## config.mk

```make
export PLATFORM = sky130hd
export DESIGN_NAME = mem_stage_ctrl
export DESIGN_NICKNAME = d
export VERILOG_FILES = /design/src/rtl/mem_stage_ctrl.sv
export SDC_FILE = /design/constraint.sdc
export NUM_CORES = 1
export LEC_CHECK = 0
export CORE_UTILIZATION = 41
export CTS_CLUSTER_SIZE = 40
export DETAILED_ROUTE_END_ITERATION = 8
export GPL_ROUTABILITY_DRIVEN = 0
export MAX_ROUTING_LAYER = met4
export PLACE_DENSITY = 0.76
export SLEW_MARGIN = 20
export SYNTH_ARGS = -nofsm -noshare
export SYNTH_HDL_FRONTEND = slang
export SYNTH_SLANG_ARGS = --single-unit
export TNS_END_PERCENT = 50
```

## constraint.sdc

```tcl
create_clock -name clk -period 2.47 [get_ports clk]
set_clock_uncertainty 0.15 [all_clocks]
set_input_delay 0.3705 -clock clk [delete_from_list [all_inputs] [get_ports clk]]
set_output_delay 0.3705 -clock clk [all_outputs]
set_load 0.02 [all_outputs]
```

## src/rtl/mem_stage_ctrl.sv

```systemverilog
// MEM-stage memory access controller: issues one registered request per load/store,
// stalls the front of the pipe until the access completes, aborts on misalignment or timeout.
module mem_stage_ctrl #(
  parameter int TIMEOUT = 15
) (
  input  logic        clk,
  input  logic        rst_n,
  input  logic [1:0]  MEM,
  input  logic [31:0] ALUVal,
  input  logic [31:0] wdata,
  input  logic        mem_ack,
  input  logic [31:0] mem_rdata,
  output logic        mem_req,
  output logic        mem_we,
  output logic [31:0] mem_addr,
  output logic [31:0] mem_wdata,
  output logic        stall,
  output logic [31:0] rdata_out,
  output logic        rdata_valid,
  output logic        align_err,
  output logic        timeout_err
);

  typedef enum logic [1:0] {
    IDLE   = 2'b00,
    ACCESS = 2'b01,
    DONE   = 2'b10
  } state_t;

  state_t     state, state_nx;
  logic [4:0] wait_cnt;
  logic       access, aligned, tmo_hit;

  assign access  = MEM[1] | MEM[0];
  assign aligned = (ALUVal[1:0] == 2'b00);
  assign tmo_hit = (wait_cnt == 5'(TIMEOUT - 1));

  always_comb begin
    state_nx = IDLE;
    stall    = 1'b0;
    case (state)
      IDLE: begin
        if (access) begin
          stall    = 1'b1;
          state_nx = aligned ? ACCESS : DONE;
        end else begin
          state_nx = IDLE;
        end
      end
      ACCESS: begin
        stall    = 1'b1;
        state_nx = (mem_ack || tmo_hit) ? DONE : ACCESS;
      end
      DONE:    state_nx = IDLE;
      default: state_nx = IDLE;
    endcase
  end

  always_ff @(posedge clk or negedge rst_n) begin
    if (!rst_n) state <= IDLE;
    else        state <= state_nx;
  end

  // Datapath: request latch, wait counter, load capture and sticky errors.
  always_ff @(posedge clk or negedge rst_n) begin
    if (!rst_n) begin
      mem_req     <= 1'b0;
      mem_we      <= 1'b0;
      mem_addr    <= '0;
      mem_wdata   <= '0;
      rdata_out   <= '0;
      rdata_valid <= 1'b0;
      align_err   <= 1'b0;
      timeout_err <= 1'b0;
      wait_cnt    <= '0;
    end else begin
      rdata_valid <= 1'b0;
      case (state)
        IDLE: begin
          if (access && aligned) begin
            mem_req   <= 1'b1;
            mem_we    <= MEM[0];
            mem_addr  <= {ALUVal[31:2], 2'b00};
            mem_wdata <= wdata;
            wait_cnt  <= '0;
          end else if (access) begin
            align_err <= 1'b1;
            if (!MEM[0]) begin
              rdata_valid <= 1'b1;
              rdata_out   <= '0;
            end
          end
        end
        ACCESS: begin
          // A completing ack takes priority over an expiring counter.
          if (mem_ack) begin
            mem_req <= 1'b0;
            if (!mem_we) begin
              rdata_valid <= 1'b1;
              rdata_out   <= mem_rdata;
            end
          end else if (tmo_hit) begin
            mem_req     <= 1'b0;
            timeout_err <= 1'b1;
            if (!mem_we) begin
              rdata_valid <= 1'b1;
              rdata_out   <= '0;
            end
          end else begin
            wait_cnt <= wait_cnt + 5'd1;
          end
        end
        DONE: ;
        default: mem_req <= 1'b0;
      endcase
    end
  end

endmodule

```

==> results of run 1 <==
per-stage QoR:
step	hold WS (ns)	power (mW)	setup slack (ns)
2_1_floorplan	-0.0751	4.36	0.415
3_3_place_gp	0.195	5.89	0.0950
3_5_place_dp	0.203	5.96	0.0447
4_1_cts	0.323	6.98	0.287
5_1_grt	0.339	7.26	0.221
6_report	0.317	6.90	0.297
kinds of logic after synthesis:
logic type      synth area share, %
fa+ha+maj                     0.568
mux                            21.3
compound gates                 9.32
flops                          60.2
other cells                  0.0852
buf+inv                        4.86
simple gates                   3.67
layout by cell type (no fill, tap or decap), types with 2 or more instances in the layout:
cell type,synthesis,layout
mux2i_1,2,2
o31ai_1,2,2
dfrtp_1,106,106
nor2_1,3,3
buf_12,6,4
mux2_2,4,4
conb_1,1,2
buf_4,2,9
mux2_4,58,58
a32o_1,32,32
nor3b_1,2,2
nand3_1,2,2
inv_1,5,5
clkdlybuf4s50_1,0,199
clkinvlp_4,0,4
o21ai_0,7,7
a21o_1,2,2
clkbuf_8,0,10
ha_1,2,2
nor3_1,3,3
worst max-delay path, cell delays in order:
cell             delay (ns)
clkdlybuf4s50_1        0.51
nor3_1                 0.06
nor2_1                 0.09
clkdlybuf4s50_1        0.62
state kept, by name, indices dropped and copies added, names as in the netlist:
signal,cells
rdata_out,32
rdata_valid,1
mem_req,1
timeout_err,1
state,2
align_err,1
mem_we,1
mem_wdata,32
mem_addr,30
wait_cnt,5
power groups by stage:
stage | logic, mW | clock network, mW | registers [mW]
floorplan | 0.937 | 0 | 3.42
global placement | 3.18 | 0 | 2.71
detailed placement | 3.23 | 0 | 2.73
CTS | 3.25 | 1.03 | 2.71
global route | 3.38 | 1.09 | 2.79
finish | 3.21 | 0.983 | 2.70
routing by layer:
metal / track usage (%) / vias to the layer above
li1: - / 1400
met1: 27.0 / 1539
met2: 33.9 / 146
met3: 5.81 / 9
met4: 5.26 / 0
met5: - / -
what timing repair did:
| action | in CTS | in global routing |
|---|---|---|
| setup buffers | 0 | 0 |
| hold endpoints to repair | 33 | 0 |
| hold buffers | 1 | 0 |
area by class of cell:
cell class,count,area share [%]
multi-input combinational,138,23.0
sequential,106,39.5
clock buffer,11,2.11
tap,136,2.53
clock inverter,5,0.578
inverter,5,0.279
timing repair buffer,213,32.0
worst max-delay path by stage:
| stage | startpoint | endpoint | slack, ns | cells after the start |
|---|---|---|---|---|
| 6_report | MEM[0] | stall | 0.30 | 4 |
| 5_1_grt | state[0]$_DFF_PN0_ | stall | 0.22 | 3 |
| 4_1_cts | state[0]$_DFF_PN0_ | stall | 0.29 | 3 |
| 3_5_place_dp | ALUVal[1] | mem_addr[26]$_DFFE_PN0P_ | 0.04 | 5 |
| 3_3_place_gp | ALUVal[1] | mem_wdata[26]$_DFFE_PN0P_ | 0.09 | 5 |
| 2_1_floorplan | state[0]$_DFF_PN0_ | mem_addr[10]$_DFFE_PN0P_ | 0.42 | 5 |
==> results.md, run 1 <==
- The flow ran to the end, and the final reports show no timing, DRC or antenna violations.
- The met2 wirelength from detailed routing is 5210 um.
- The leakage power of the design is 2.90 nW.
- After detailed placement, the total cell area comes to 0.00653 mm2.
- The pin count of the biggest net entering global routing is 44.
- The mapped netlist covers 0.00440 mm2.
- Clock-pin slew was measured on the worst setup and hold paths at 0.09 ns.
- The first global-routing pass estimated 17,900 um of wire.
- In this run, distinct cell masters in the synthesized netlist total 37.
- The arrival time at the worst endpoint is 1.65 ns.
- The via count normalized by instance count is 5.04.
- Of all cell types, the one taking the most synthesized area is dfrtp_1.
- CTS placed an instance of clkbuf_8 at the clock tree root.
- The commonest register cell after synthesis is dfrtp_1.
- Leaving out filler cells and counting taps, the final layout contains 614.
- The total count of max-transition violations in the final report was 0.
- The routed design could run at a clock period as short as 2.17 ns.
- The detail-routed net length per standard cell is 17.8 um.
- At the end of the flow the core is filled with cells to 64.8%.
- In this run the critical register-to-register path is captured at mem_wdata[23]$_DFFE_PN0P_.
- CTS built an H-tree with a depth of 3.
- The class of the tightest hold or removal check is reg2reg.
- The net count reported at finish is 576.
- For this run, the number of Yosys warnings is 0.
- Cells with a size suffix above 1 make up 19.9% of the layout.
- The highest metal layer with signal wires is met4.
- The fraction of power spent switching nets is 33.6%.
- The fraction of power consumed by sequential logic is 39.2%.
- The highest clock frequency the design can meet is 460 MHz.
- The total congestion overflow after global routing is 0.
- The worst path uses 88.0% of the clock period.
- The initial antenna violation count is 0.
- The post-synthesis sequential area ratio is 60.2%.
- The storage element area is 0.00265 mm2.
- Power spread over the standard cell area amounts to 1030 mW/mm2.
- Synthesis handed over a netlist of 269 instances.
- Setup repair after global routing left no endpoint under its margin.
- The area added between synthesis and finish is 52.5%.
- Yosys attributes the largest share of cell area to dfrtp_1 (60%), mux2_4 (20%), a32o_1 (7.3%).
- The tool flagged a number of max-cap violations equal to 0.
- The number of hold violations in the final report is 0.
- Measured along the y axis, the die boundary spans 106 um.
- The detailed-route wire length is 10,900 um.
- The commonest cells after synthesis are dfrtp_1 (106), mux2_4 (58), a32o_1 (32).
- During I/O placement, the number of pins put on the boundary was 203.
- The length of the first detailed-routing pass in iterations is 4.
- The layout filler cell count is 816.
- The routed design uses 903 um of met3 wire.
- In this run the biggest area consumer among cell types represents 60.2% of the synthesized area.
- The setup slack of the worst register-to-register path is 0.36 ns.
- The worst reg2reg path depth is 4.
- Counting flops with a built-in enable in the synthesized netlist gives 0.
- The total DRC errors in the routed layout is 0.
- The multi-input combinational cells in the finished layout cover a total of 0.00154 mm2.
- Once the floorplan was initialized, standard cells occupied 42.5% of the core.
- STA classifies the critical path startpoint as an input port.
- The number of clock buffers inserted by TritonCTS is 9.
- The start point of the worst min-delay path is timeout_err$_DFFE_PN0P_.
- The detailed-routing wirelength on met1 is 4700 um.
- Clock tree synthesis found a total of 106 sinks.
- Of the total power, combinational logic draws 46.6%.
- A synthesized cell averages 16.4 um2.
- Setup violations remaining at the end of the flow were counted as 0.
- Along the worst path, the maximum fanout reaches 4.
- The internal power summed over all cells is 4.58 mW.
- VDD sags by at most 478 uV.
- The critical path endpoint category is an output pin.
- The worst hold path depth is 1.
- The analysis attributes to net switching a power of 2.32 mW.
- The number of global-route vias before repair was 3,297.
- Including well taps, the total number of placed cells is 597.
- The post-cts resize count is 0.
- Of all flip-flops after synthesis, the portion carrying an async set or reset was 100%.
- In this run the core area contains 37 standard-cell rows.
- The remaining number of nets flagged by the antenna check after routing is 0.
- In this run the standard cell core region covers 0.0104 mm2.
- In the post-synthesis netlist, the cell with the most instances is dfrtp_1.
- The antenna diode count is 0.
- The synthesized design contains 106 register bits.
- The category of the critical setup timing path is in2out.
- The maximum root-to-sink buffer count is 2.
- In this run the critical register-to-register path is launched from state[0]$_DFF_PN0_.
- The detailed router finished its first iteration with 151 violations.
- The half-perimeter wire length of the detailed placement result is 7910 um.
- The summed area of non-filler cells in the final layout is 0.00672 mm2.
- During placement, the flow inserted port buffers numbering 200.
- At the worst endpoint, the required time is 1.95 ns.
- The clock network is responsible for 14.2% of the overall power.
- The routed layout has 3,094 vias.
- The die boundary width is 106 um.
- The end point of the worst hold path is timeout_err$_DFFE_PN0P_.
- The clock tree from TritonCTS is yes.
- In the final timing run, aggregate negative setup slack is 0 ns.
- The die area is 0.0112 mm2.
- Global routing consumed, over all layers together, 21.2% of the routing resources.
- The source-to-sink clock delay at the later pin of the worst-skew pair is 0.35 ns.
(Power assumes the default switching activity.)
==> run 2: changes to the inputs <==
--- a/config.mk
+++ b/config.mk
@@ -5,6 +5,7 @@
 export SDC_FILE = /design/constraint.sdc
 export NUM_CORES = 1
 export LEC_CHECK = 0
+export CORE_MARGIN = 2
 export CORE_UTILIZATION = 41
 export CTS_CLUSTER_SIZE = 40
 export DETAILED_ROUTE_END_ITERATION = 8
@@ -15,4 +16,3 @@
 export SYNTH_ARGS = -nofsm -noshare
 export SYNTH_HDL_FRONTEND = slang
 export SYNTH_SLANG_ARGS = --single-unit
-export TNS_END_PERCENT = 50
==> run 2 against run 1 <==
Compared with the run above: register-to-register slack gained 0.03 ns; total power grew 0.32%; die area grew 3.8%; routed wire length is essentially flat; final area grew 0.37%; non-clock buffer count grew 1; via count shrank 1.2%; worst hold slack gained 0.0076 ns; critical path type unchanged; largest power group unchanged.
==> results.md, run 2 (synthesized netlist as in run 1, its figures left out) <==
- The flow ran to the end, and the final reports show no timing, DRC or antenna violations.
- The register clock-pin slew on the reported worst setup and hold paths came to 0.10 ns (about the same).
- The switching power is 2.35 mW (+1.3%).
- The share of layout cells above drive strength 1 is 20.3% (+0.38 points).
- The total congestion overflow after global routing is 0 (unchanged).
- The worst reg2reg path depth is 4 (unchanged).
- The post-cts resize count was 0 (unchanged).
- The number of global-route vias before repair was 3,240 (-1.7%).
- The number of cell rows was 37 (unchanged).
- The fraction of power spent switching nets came to 33.9% (+0.32 points).
- The total count of max-transition violations in the final report is 0 (unchanged).
- The highest clock frequency the design can meet is 455 MHz (-1.2%).
- The met3 wire length came to 923 um (+2.2%).
- The number of clock buffers inserted by TritonCTS is 9 (unchanged).
- The wire length of the first global-routing pass came to 16,800 um (-6.2%).
- The worst voltage drop across the vdd grid is 479 uV (+0.38%).
- The critical path ends at stall.
- The final critical-path share of the clock period is 89.0% (+1.1 points).
- The count of input and output buffers is 200 (unchanged).
- The count of buffers added by post-CTS timing repair for setup is 0 (unchanged).
- The largest registers in the layout are mem_wdata x32, rdata_out x32, mem_addr x30.
- The clock net sink count is 106 (unchanged).
- The class of the tightest hold or removal check is in2async.
- The worst setup path startpoint is MEM[0].
- The via count normalized by instance count is 4.97 (-1.4%).
- The area of the placeable core came to 0.0104 mm2 (unchanged).
- The initial antenna violation count is 0 (unchanged).
- The sum of internal, switching and leakage power came to 6.92 mW (+0.32%).
- The remaining number of nets flagged by the antenna check after routing was 0 (unchanged).
- The number of hold buffers added after CTS is 1 (unchanged).
- The data required time at the worst endpoint was 1.95 ns (about the same).
- The antenna diode count is 0 (unchanged).
- The half-perimeter wire length of the detailed placement result is 8010 um (+1.4%).
- The detailed-route via count was 3,057 (-1.2%).
- The power share of the clock group is 14.5% (+0.3 points).
- The net count reported at finish is 577 (+0.17%).
- The final core utilization is 65.0% (+0.24 points).
- The time the worst path needs with I/O delays and setup was 2.20 ns (+0.0266 ns).
- The leakage power of the design is 2.92 nW (+0.82%).
- The detailed-route wire length came to 10,900 um (about the same).
- In this run the clock root is driven by a clkbuf_8.
- The number of hold violations in the final report is 0 (unchanged).
- The layout filler cell count came to 781 (-4.3%).
- The library cells used most frequently in the layout, excluding fill and tap cells, are clkdlybuf4s50_1 (199), dfrtp_1 (106), mux2_4 (58).
- The area added between synthesis and finish is 53.1%.
- The power per standard cell area is 1030 mW/mm2 (about the same).
- The internal power summed over all cells is 4.57 mW (-0.16%).
- The leading cell type in the layout, fill and taps excluded is clkdlybuf4s50_1.
- The number of levels the H-tree was split into is 3 (unchanged).
- The source-to-sink clock delay at the later pin of the worst-skew pair came to 0.36 ns (about the same).
- The die area came to 0.0116 mm2 (+3.8%).
- The overall fraction of global-route tracks in use is 19.2% (-2.0 points).
- The setup slack of the worst register-to-register path came to 0.39 ns (+0.03 ns).
- The total DRC errors in the routed layout was 0 (unchanged).
- The arrival time at the worst endpoint is 1.68 ns (+0.03 ns).
- The pin count of the biggest net entering global routing was 51 (+16%).
- The peak fanout along the critical path is 4 (unchanged).
- The number of top-level design ports is 203 (unchanged).
- The number of DRC markers after the initial detailed-route iteration came to 167 (+11%).
- The highest metal layer with signal wires is met4.
- Setup repair after global routing left no endpoint under its margin.
- The fraction of power consumed by sequential logic is 38.8% (-0.4 points).
- The vertical die dimension came to 108 um (+1.9%).
- The startpoint identified for the worst register-to-register timing path is state[0]$_DFF_PN0_.
- The detail-routed net length per standard cell is 17.8 um (-0.11%).
- The number of max-cap violations came to 0 (unchanged).
- The storage element area came to 0.00265 mm2 (unchanged).
- STA classifies the critical path endpoint as an output pin.
- The area of the multi-input gates came to 0.00154 mm2 (unchanged).
- The die boundary width is 108 um (+1.9%).
- The detailed-routing wirelength on met1 is 4750 um (+0.98%).
- The maximum root-to-sink buffer count is 2 (unchanged).
- In this run the critical register-to-register path is captured at mem_wdata[24]$_DFFE_PN0P_.
- The clock tree from TritonCTS is yes.
- The final-layout setup total negative slack is 0 ns (unchanged).
- The length of the first detailed-routing pass in iterations is 4 (unchanged).
- The final setup violation count is 0 (unchanged).
- The met2 wirelength from detailed routing was 5110 um (-2.1%).
- The sort of element at the start of the critical path is an input port.
- The starting utilization of the core area is 42.5% (unchanged).
- The combinational fraction of design power is 46.6% (about the same).
- The critical path is of the in2out type.
-- run 2: how the worst min path moves through the flow --
| stage | from | depth (start not counted) | to |
|---|---|---|---|
| after floorplan | rst_n | 0 | align_err$_DFFE_PN0P_ |
| after global placement | rst_n | 1 | mem_addr[24]$_DFFE_PN0P_ |
| after detailed placement | rst_n | 1 | mem_addr[27]$_DFFE_PN0P_ |
| after CTS | rst_n | 2 | mem_addr[27]$_DFFE_PN0P_ |
| after global routing | rst_n | 2 | mem_addr[27]$_DFFE_PN0P_ |
| final | rst_n | 2 | mem_addr[27]$_DFFE_PN0P_ |
-- run 2: power groups by stage --
stage          clock network (mW)  registers [mW]  logic [mW]
2_1_floorplan                   0            3.42       0.937
3_3_place_gp                    0            2.70        3.19
3_5_place_dp                    0            2.73        3.24
4_1_cts                      1.05            2.69        3.26
5_1_grt                      1.13            2.76        3.39
6_report                     1.00            2.69        3.23
-- run 2: per-layer routing --
metal,vias to the layer above,track usage [%]
li1,1401,-
met1,1504,24.7
met2,138,29.7
met3,14,5.99
met4,0,5.04
met5,-,-
-- run 2: final cells by class --
class,count,area share (%)
flip-flops and latches,106,39.4
repair buffers,214,32.2
multi-input cells,138,22.9
well taps,136,2.52
clock buffers,9,1.84
clock inverters,7,0.910
inverters,5,0.278
-- run 2: worst max-delay path, stage by stage --
cell,delay [ns]
clkdlybuf4s50_1,0.52
nor3_1,0.06
nor2_1,0.09
clkdlybuf4s50_1,0.64
-- run 2: metrics by stage --
stage | instance area [um2] | setup WS (ns) | hold slack, ns | std cells
finish | 6740 | 0.271 | 0.324 | 615
global route | 6740 | 0.174 | 0.322 | 615
CTS | 6740 | 0.273 | 0.300 | 615
detailed placement | 6550 | 0.101 | 0.155 | 598
global placement | 6550 | 0.121 | 0.146 | 598
floorplan | 4410 | 0.415 | -0.0751 | 270
